==> src/rtl/div_restoring_seq_pkg.sv <==
// Shared definitions for the sequential restoring divider.
//   DIV_WIDTH : default operand/result width
//   CNT_W     : iteration counter width for DIV_WIDTH
//   state_t   : controller state encoding (2-bit)
package div_restoring_seq_pkg;

    localparam int DIV_WIDTH = 32;
    localparam int CNT_W     = $clog2(DIV_WIDTH) + 1;

    typedef enum logic [1:0] {
        S_IDLE   = 2'd0,
        S_RUN    = 2'd1,
        S_FINISH = 2'd2,
        S_DONE   = 2'd3
    } state_t;

endpackage

==> src/rtl/div_restoring_seq_div_step.sv <==
// One combinational restoring-division iteration on unsigned magnitudes.
// Ports:
//   r      : partial remainder (WIDTH+1 bits)
//   q_msb  : dividend bit shifted into the remainder this step
//   d      : divisor magnitude
//   r_next : partial remainder after the trial subtraction/restore
//   q_bit  : quotient bit produced this step
module div_step
    import div_restoring_seq_pkg::*;
#(
    parameter int WIDTH = DIV_WIDTH
) (
    input  logic [WIDTH:0]   r,
    input  logic             q_msb,
    input  logic [WIDTH-1:0] d,
    output logic [WIDTH:0]   r_next,
    output logic             q_bit
);

    logic [WIDTH:0] trial;
    logic [WIDTH:0] d_ext;
    logic           unused_r_msb;

    // The partial remainder is always below the divisor, so its top bit is
    // never set going into a step; only the low WIDTH bits get shifted.
    assign unused_r_msb = r[WIDTH];
    assign trial        = {r[WIDTH-1:0], q_msb};
    assign d_ext        = {1'b0, d};

    always_comb begin
        r_next = trial;
        q_bit  = 1'b0;
        if (trial >= d_ext) begin
            r_next = trial - d_ext;
            q_bit  = 1'b1;
        end
    end

endmodule

==> src/rtl/div_restoring_seq.sv <==
// Sequential signed restoring divider (truncating, MIPS DIV semantics).
// Quotient goes to LO, remainder (sign of dividend) goes to HI.
// Ports:
//   clk         : clock, all state on rising edge
//   reset       : synchronous active-high reset
//   start       : request; accepted only in IDLE or DONE
//   a, b        : signed dividend / divisor, captured on acceptance
//   quotient    : signed quotient, registered, held until next completion
//   remainder   : signed remainder, registered, held until next completion
//   done        : one-cycle completion pulse
//   busy        : high in RUN and FINISH
//   div_by_zero : set with done when b was zero (results then held)
//
// state    | meaning
// ---------+--------------------------------------------------------
// S_IDLE   | waiting for start
// S_RUN    | one restoring iteration per cycle, cnt counts down
// S_FINISH | apply signs, load quotient/remainder
// S_DONE   | done pulse cycle; a new start may be accepted here
module div_restoring_seq
    import div_restoring_seq_pkg::*;
#(
    parameter int WIDTH = DIV_WIDTH
) (
    input  logic             clk,
    input  logic             reset,
    input  logic             start,
    input  logic [WIDTH-1:0] a,
    input  logic [WIDTH-1:0] b,
    output logic [WIDTH-1:0] quotient,
    output logic [WIDTH-1:0] remainder,
    output logic             done,
    output logic             busy,
    output logic             div_by_zero
);

    localparam int CW = (WIDTH == DIV_WIDTH) ? CNT_W : ($clog2(WIDTH) + 1);

    state_t           state;
    logic [WIDTH-1:0] q_reg;
    logic [WIDTH-1:0] d_reg;
    logic [WIDTH:0]   r_reg;
    logic [CW-1:0]    cnt;
    logic             sign_q;
    logic             sign_r;

    logic [WIDTH-1:0] abs_a;
    logic [WIDTH-1:0] abs_b;
    logic [WIDTH:0]   r_next;
    logic             q_bit;

    // Magnitude of the most negative value wraps to itself, which is the
    // correct unsigned magnitude 2^(WIDTH-1).
    assign abs_a = a[WIDTH-1] ? -a : a;
    assign abs_b = b[WIDTH-1] ? -b : b;

    div_step #(.WIDTH(WIDTH)) u_step (
        .r      (r_reg),
        .q_msb  (q_reg[WIDTH-1]),
        .d      (d_reg),
        .r_next (r_next),
        .q_bit  (q_bit)
    );

    always_ff @(posedge clk) begin
        if (reset) begin
            state       <= S_IDLE;
            q_reg       <= '0;
            d_reg       <= '0;
            r_reg       <= '0;
            cnt         <= '0;
            sign_q      <= 1'b0;
            sign_r      <= 1'b0;
            quotient    <= '0;
            remainder   <= '0;
            done        <= 1'b0;
            busy        <= 1'b0;
            div_by_zero <= 1'b0;
        end else begin
            done <= 1'b0;
            case (state)
                S_IDLE, S_DONE: begin
                    if (start) begin
                        sign_q      <= a[WIDTH-1] ^ b[WIDTH-1];
                        sign_r      <= a[WIDTH-1];
                        q_reg       <= abs_a;
                        d_reg       <= abs_b;
                        r_reg       <= '0;
                        cnt         <= CW'(WIDTH);
                        div_by_zero <= 1'b0;
                        if (b == '0) begin
                            // Skip the iterations; results keep their old values.
                            state       <= S_DONE;
                            done        <= 1'b1;
                            busy        <= 1'b0;
                            div_by_zero <= 1'b1;
                        end else begin
                            state <= S_RUN;
                            busy  <= 1'b1;
                        end
                    end else begin
                        state <= S_IDLE;
                        busy  <= 1'b0;
                    end
                end
                S_RUN: begin
                    r_reg <= r_next;
                    q_reg <= {q_reg[WIDTH-2:0], q_bit};
                    cnt   <= cnt - 1'b1;
                    if (cnt == CW'(1)) begin
                        state <= S_FINISH;
                    end
                end
                S_FINISH: begin
                    quotient  <= sign_q ? -q_reg : q_reg;
                    remainder <= sign_r ? -r_reg[WIDTH-1:0] : r_reg[WIDTH-1:0];
                    done      <= 1'b1;
                    busy      <= 1'b0;
                    state     <= S_DONE;
                end
                default: begin
                    state <= S_IDLE;
                    busy  <= 1'b0;
                end
            endcase
        end
    end

endmodule

==> config.mk <==
export PLATFORM = sky130hd
export DESIGN_NAME = div_restoring_seq
export DESIGN_NICKNAME = d
export VERILOG_FILES = /design/src/rtl/div_restoring_seq_pkg.sv /design/src/rtl/div_restoring_seq_div_step.sv /design/src/rtl/div_restoring_seq.sv
export SDC_FILE = /design/constraint.sdc
export NUM_CORES = 1
export LEC_CHECK = 0
export BUFFER_PORTS_ARGS = -buffer_cell sky130_fd_sc_hd__buf_4
export CORE_MARGIN = 1
export CORE_UTILIZATION = 44
export DETAILED_ROUTE_END_ITERATION = 10
export GPL_TIMING_DRIVEN = 0
export PLACE_DENSITY = 0.73
export RECOVER_POWER = 50
export SETUP_SLACK_MARGIN = 0.15
export SYNTH_ARGS = -nofsm -noshare
export SYNTH_HDL_FRONTEND = slang
export SYNTH_SLANG_ARGS = --single-unit
==> constraint.sdc <==
create_clock -name clk -period 3.95 [get_ports clk]
set_input_delay 0.395 -clock clk [delete_from_list [all_inputs] [get_ports clk]]
set_output_delay 0.395 -clock clk [all_outputs]
set_load 0.03 [all_outputs]
==> results by group, run 1 <==
Outcome
  • Outcome: completed

Die
  • Die area: 0.0247 mm2
  • Die Wd: 157 um
  • Num ports: 134
  • Row Count: 56
  • Starting Density: 0.450
  • Core Region: 0.0235 mm2
  • Chip Height: 157 um

Critical path
  • Crit path cell chain: clkbuf_1, inv_1, ha_1, or3b_1, or4_4, or3_4, or4_4, or3_4, or4_4, nor3_2, nand2_1, a211oi_2
  • R2R cell count: 9
  • Critical path type: input pin to flip-flop
  • Reg-to-Reg Start: q_reg[6]
  • Startpoint Class: input pin
  • Worst R2R Setup Slack: 240 ps
  • Family with the most delay on the worst path: simple AND/OR/NAND/NOR gates
  • R2R Path End: quotient[29]
  • CP Data Required Time: 4310 ps
  • Delay of the slowest cell on the worst path: around 530 ps
  • Critical Path End Type: flip-flop
  • Worst Setup SP: b[0]
  • Slowest stage cell, crit path: or4_4
  • Critical path depth: 12
  • CP most frequent cell: or4_4
  • Crit-path max FO: 4
  • Buffers & Inverters on Critical Path: 2
  • WP data arrival: 4090 ps

Synthesis
  • Mapped Cells: about 1,300
  • Syn Nets: 1,449
  • Top-area cell type share of the netlist area: 0.327
  • Synth cell types: 61
  • Main synth FF type: dfxtp_1
  • Yosys warning count: 0
  • Mapped cell area: between 0.01 and 0.015 mm2
  • FF+latch count, synth: 173
  • Most frequent cells after synthesis: dfxtp_1, nor2_1, nand2_1
  • Synth area leader: dfxtp_1
  • Sequential share of the synthesized area: 0.327
  • Post-synthesis async set-or-reset flop share: 0
  • EDFF count, synth: 0
  • Mean Syn Cell Area: 7.90 um2
  • Most frequent cell after synthesis: dfxtp_1
  • Largest cells by area after synthesis: dfxtp_1, xor2_1, a211oi_1, nor2_1, nand2_1

Place
  • I/O Buffers: 133
  • Area after DPL: 0.0120 mm2
  • Routability congestion estimate: 0.934
  • DP Worst Slack: -186 ps
  • Detailed Place HPWL: around 23,000 um

Power and ir drop
  • Pwr dens: 651 mW/mm2
  • Peak supply drop: between 0.2 and 0.3 mV
  • Tot Pwr: 8.06 mW
  • Leak: around 4.8 nW

Min path
  • Hold endpoint: state[1]
  • Worst hold start: start
  • Hold path cells: 3
  • Tightest Hold Check Type: input pin to flip-flop

Finish
  • Post-route cell area: ~0.012 mm2
  • Final #Nets: 1,601
  • # diodes: 0
  • Area Overhead vs Synth: 17.1%
  • Layout cell share with drive strength beyond 1: 0.0904

Timing
  • Final worst slack: ~220 ps
  • Final worst-path cycle share: 0.944
  • Final setup fails: 0
  • Max_slew headroom: 0.359
  • Hold Violations, Final: 0
  • Max Fclk: 268 MHz
  • Fin crit period: 3730 ps
  • RSZ-0062 raised after global routing: yes
  • Clock skew: 14.0 ps
  • Setup tns final: 0 ps
  • Slew @ Worst Pin: 952 ps
  • Fin. max-slew vios: 0

Drt
  • Vias post-DR: a little over 10,000
  • Final wirelength: 29,900 um
  • Routed wire length per instance: 16.4 um
  • DRT iter0 DRCs: 703
  • Remaining DRCs: 0
  • Routed vias/inst: 5.59
  • Remaining antenna violation count after routing: 0
  • DRT Pass-1 Iters: 5

Global routing
  • Antenna violations before repair: 0
  • Vias in the first global route: 9,341
  • Total GRT Usage: 0.242
  • Pin count of the biggest net entering global routing: 20
  • Global-route wire length before repair: 47,600 um
  • Gr ovfl total: 0

CTS
  • Clock buffer depth: 2
  • Root Driver: clkbuf_16
  • TritonCTS clock tree: built
  • Num CTS Buffers: 17
  • Reg clk slew, reported paths: around 70 ps
  • Max H-tree Level: 4
  • Postcts setup bufs: 0
  • Clock Latency Late Sink: 440 ps
  • # clock sinks: 173

Job
  • Max-Cap Viols: 0
[layout by cell type, fill, tap and decap left out, types with 12 or more instances in the layout]
cell type  Yosys  layout
or4_1         26      23
o21ai_0      102     101
nand3_1       16      16
nor2_1       151     151
clkbuf_16      0      17
nor3_1        22      22
o41ai_1       18      17
clkbuf_1      67     136
a21o_1        19      19
xnor2_1       22      22
mux2i_1       14      13
ha_1          41      41
a32oi_1       12      12
a21oi_1       73      73
a211oi_1      93      92
nand2_1      149     149
buf_1         15      14
inv_1         52      52
xor2_1       127     127
or3_1         14      14
dfxtp_1      173     171
o31ai_1       37      34
buf_4          0      65
[layer usage]
metal / vias to the layer above / share of wire / global-route usage
li1: 5142 / - / -
met1: 4684 / 0.48 / 0.343
met2: 323 / 0.43 / 0.378
met3: 40 / 0.068 / 0.0391
met4: 0 / 0.017 / 0.0680
met5: - / 0 / 0
[stage by stage]
| step | hold WS, ps | std cells | util |
|---|---|---|---|
| 3_5_place_dp | 451 | 1792 | 0.509 |
| 4_1_cts | 231 | 1824 | 0.534 |
| 5_1_grt | 266 | 1824 | 0.526 |
| 3_3_place_gp | 444 | 1792 | 0.509 |
| 6_report | 254 | 1824 | 0.526 |
| 2_1_floorplan | 432 | 1340 | - |
[report_power, final]
part	leakage [nW]	total [mW]	switching [mW]	internal (mW)
registers	1.42	2.67	0.424	2.24
logic	3.08	3.72	2.48	1.24
clock network	0.284	1.68	0.823	0.854
total	4.78	8.06	3.73	4.33
[cell families after synthesis]
family / share of synthesized area
simple gates: 0.188
buf+inv: 0.0479
mux: 0.0143
fa+ha+maj: 0.0503
flops: 0.327
xor+xnor: 0.123
compound gates: 0.249
[timing repair]
item	CTS	global route
endpoints found under the hold margin	0	0
endpoints found under the setup margin	2	28
hold buffers	0	0
resized for setup	2	19
pin swaps	0	0
[layout make-up]
cell class                 count  area [um2]
clock buffer                  17         425
fill                        2323       11200
timing repair buffer         133         743
tap                          319         399
sequential                   173        3470
buffer                        82         308
clock inverter                15         166
multi-input combinational   1032        6690
inverter                      53         199
[worst max path at each step]
stage / endpoint / slack [ps]
6_report: done / 220
5_1_grt: done / 70
4_1_cts: r_reg[30] / 170
3_5_place_dp: done / -190
3_3_place_gp: done / -180
2_1_floorplan: d_reg[30] / 190
[worst min-delay path, stage by stage]
cell      delay [ps]
buf_4            120
nand2_1           50
a311oi_1          80
Note: power is estimated with default switching activity, not from simulation.
==> run 2: changes to the inputs <==
--- a/config.mk
+++ b/config.mk
@@ -10,7 +10,7 @@
 export CORE_UTILIZATION = 44
 export DETAILED_ROUTE_END_ITERATION = 10
 export GPL_TIMING_DRIVEN = 0
-export PLACE_DENSITY = 0.73
+export PLACE_DENSITY = 0.7
 export RECOVER_POWER = 50
 export SETUP_SLACK_MARGIN = 0.15
 export SYNTH_ARGS = -nofsm -noshare
==> constraint.sdc (replaced) <==
create_clock -name clk -period 3.8 [get_ports clk]
set_input_delay 0.38 -clock clk [delete_from_list [all_inputs] [get_ports clk]]
set_output_delay 0.38 -clock clk [all_outputs]
set_load 0.03 [all_outputs]
==> run 2 against run 1 <==
Effect of this change: power is 4.5% higher; critical endpoint is now quotient[31]; largest cell class unchanged; clock power grew 7%; highest routed layer unchanged; worst hold slack got worse by 23 ps.
==> results by group, run 2 (synthesis results as in run 1) <==
Power and ir drop
  • Flop pwr share: 0.326
  • Peak supply drop: around 0.33 mV
  • Net Switching: around 3.8 mW
  • Sw Share: 0.451
  • Cell-internal power: around 4.6 mW
  • Tot Pwr: 8.42 mW
  • Leak: around 4.8 nW
  • Clock share of power: 0.212
  • Pwr dens: 674 mW/mm2
  • Comb power frac: 0.462

Global routing
  • Total GRT Usage: 0.244
  • Antenna violations before repair: 0
  • Global-route wire length before repair: 47,900 um
  • Gr ovfl total: 0
  • Pin count of the biggest net entering global routing: 17
  • Vias in the first global route: 9,170

CTS
  • Postcts setup bufs: 0
  • Reg clk slew, reported paths: around 70 ps
  • Num CTS Buffers: 17
  • Max H-tree Level: 4
  • Clock Latency Late Sink: 440 ps
  • Clock buffer depth: 2
  • Post-CTS Hold Fix Bufs: 0
  • # clock sinks: 173
  • Root Driver: clkbuf_16
  • TritonCTS clock tree: built

Timing
  • RSZ-0062 raised after global routing: yes
  • Slew @ Worst Pin: around 1100 ps
  • Max Fclk: 274 MHz
  • Max_slew headroom: 0.240
  • Final worst-path cycle share: 0.961
  • Hold Violations, Final: 0
  • Setup tns final: 0 ps
  • Fin. max-slew vios: 0
  • Fin crit period: approximately 3700 ps
  • Clock skew: 8.93 ps
  • Final setup fails: 0
  • Final worst slack: 150 ps

Drt
  • Routed vias/inst: 5.56
  • Remaining DRCs: 0
  • DRT iter0 DRCs: 844
  • Remaining antenna violation count after routing: 0
  • Final wirelength: 30,100 um
  • Vias post-DR: 10,100
  • DRT Pass-1 Iters: 5
  • Routed wire length per instance: ~16 um

Die
  • Die area: 0.0247 mm2
  • Die Wd: 157 um
  • Core Region: 0.0235 mm2
  • Chip Height: approximately 160 um
  • Num ports: 134
  • Starting Density: 0.450
  • Row Count: 56

Critical path
  • Startpoint Class: flip-flop
  • Critical path type: flip-flop to flip-flop
  • Worst Setup SP: q_reg[6]
  • CP Data Required Time: 4160 ps
  • WP data arrival: 4010 ps
  • Critical Path End Type: flip-flop
  • R2R cell count: 9
  • Crit-path max FO: 7
  • Reg-to-Reg Start: q_reg[6]

Place
  • Routability congestion estimate: about 0.9
  • DP Cell Count: 1,792
  • I/O Buffers: roughly 130
  • DP Worst Slack: -261 ps
  • Detailed Place HPWL: 23,400 um

Finish
  • Utilization after layout: 0.531
  • Fin cells: 1,824
  • Most frequent cells in the layout: dfxtp_1, nor2_1, nand2_1
  • Layout cell share with drive strength beyond 1: 0.0977
  • # diodes: 0
  • Most common cell after layout, fill and taps aside: dfxtp_1
  • Fillers: 2,332
  • Area Overhead vs Synth: 18.0%
  • Final #Nets: 1,601

Min path
  • Hold path cells: 3
  • Worst hold start: b[0]
  • Tightest Hold Check Type: input pin to flip-flop

Outcome
  • Outcome: completed

Job
  • Max-Cap Viols: 0
==> run 2: cell types whose count changed in the layout (fill, tap and decap cells not counted), moves of 2 or more <==
cell | previous run | this run
clkbuf_2 | 0 | 2
buf_1 | 14 | 12
or4_1 | 23 | 21
bufinv_16 | 0 | 2
dfxtp_2 | 2 | 5
dfxtp_1 | 171 | 168
inv_1 | 52 | 50
clkinvlp_4 | 2 | 4
inv_8 | 6 | 2
==> run 2: path summary, 6_finish.rpt <==
path | end | slack (ps)
max | quotient[31] | 150
min | d_reg[0] | 230
max reg2reg | quotient[31] | 150
min reg2reg | d_reg[31] | 470
==> run 2: critical path, cell delays in order (launching register included) <==
cell and delay (ps):
dfxtp_2 360, or4_4 570, or4_4 450, or3_4 370, or4_4 520, or3_4 370, or3_4 380, o31ai_4 210
xnor2_2 120, a211oi_2 210
==> run 2: per-stage QoR <==
stage	instance area, um2	hold slack (ps)
5_1_grt	12500	247
3_3_place_gp	12000	445
6_report	12500	231
2_1_floorplan	10600	432
3_5_place_dp	12000	456
4_1_cts	12700	227
==> run 2: final cells by class <==
cell class / count / area, um2 / share of cell area
multi-input cells: 1032 / 6730 / 0.539
flip-flops and latches: 173 / 3470 / 0.278
repair buffers: 133 / 763 / 0.0611
clock buffers: 19 / 443 / 0.0355
well taps: 319 / 399 / 0.0320
plain buffers: 82 / 310 / 0.0248
inverters: 53 / 216 / 0.0173
clock inverters: 13 / 160 / 0.0128
==> run 2: layer usage <==
layer  global-route usage  vias to the layer above  wire [um]
met5                    0                        -          0
met4               0.0541                        0        366
met3               0.0330                       27       1680
met2                0.382                      274      13100
met1                0.354                     4705      14900
li1                     -                     5141          -
==> run 2: power by group through the flow <==
| stage | clock network (mW) | registers, mW | logic, mW |
|---|---|---|---|
| 6_report | 1.79 | 2.75 | 3.89 |
| 5_1_grt | 1.89 | 2.82 | 4.29 |
| 4_1_cts | 1.81 | 2.75 | 4.06 |
| 3_5_place_dp | 0 | 2.78 | 4.03 |
| 3_3_place_gp | 0 | 2.77 | 3.99 |
| 2_1_floorplan | 0 | 3.20 | 2.34 |
==> run 2: what timing repair did <==
| action | 4_1_cts | 5_1_grt |
|---|---|---|
| gates resized for setup | 14 | 20 |
| setup endpoints to repair | 16 | 25 |
| pin swaps | 1 | 6 |
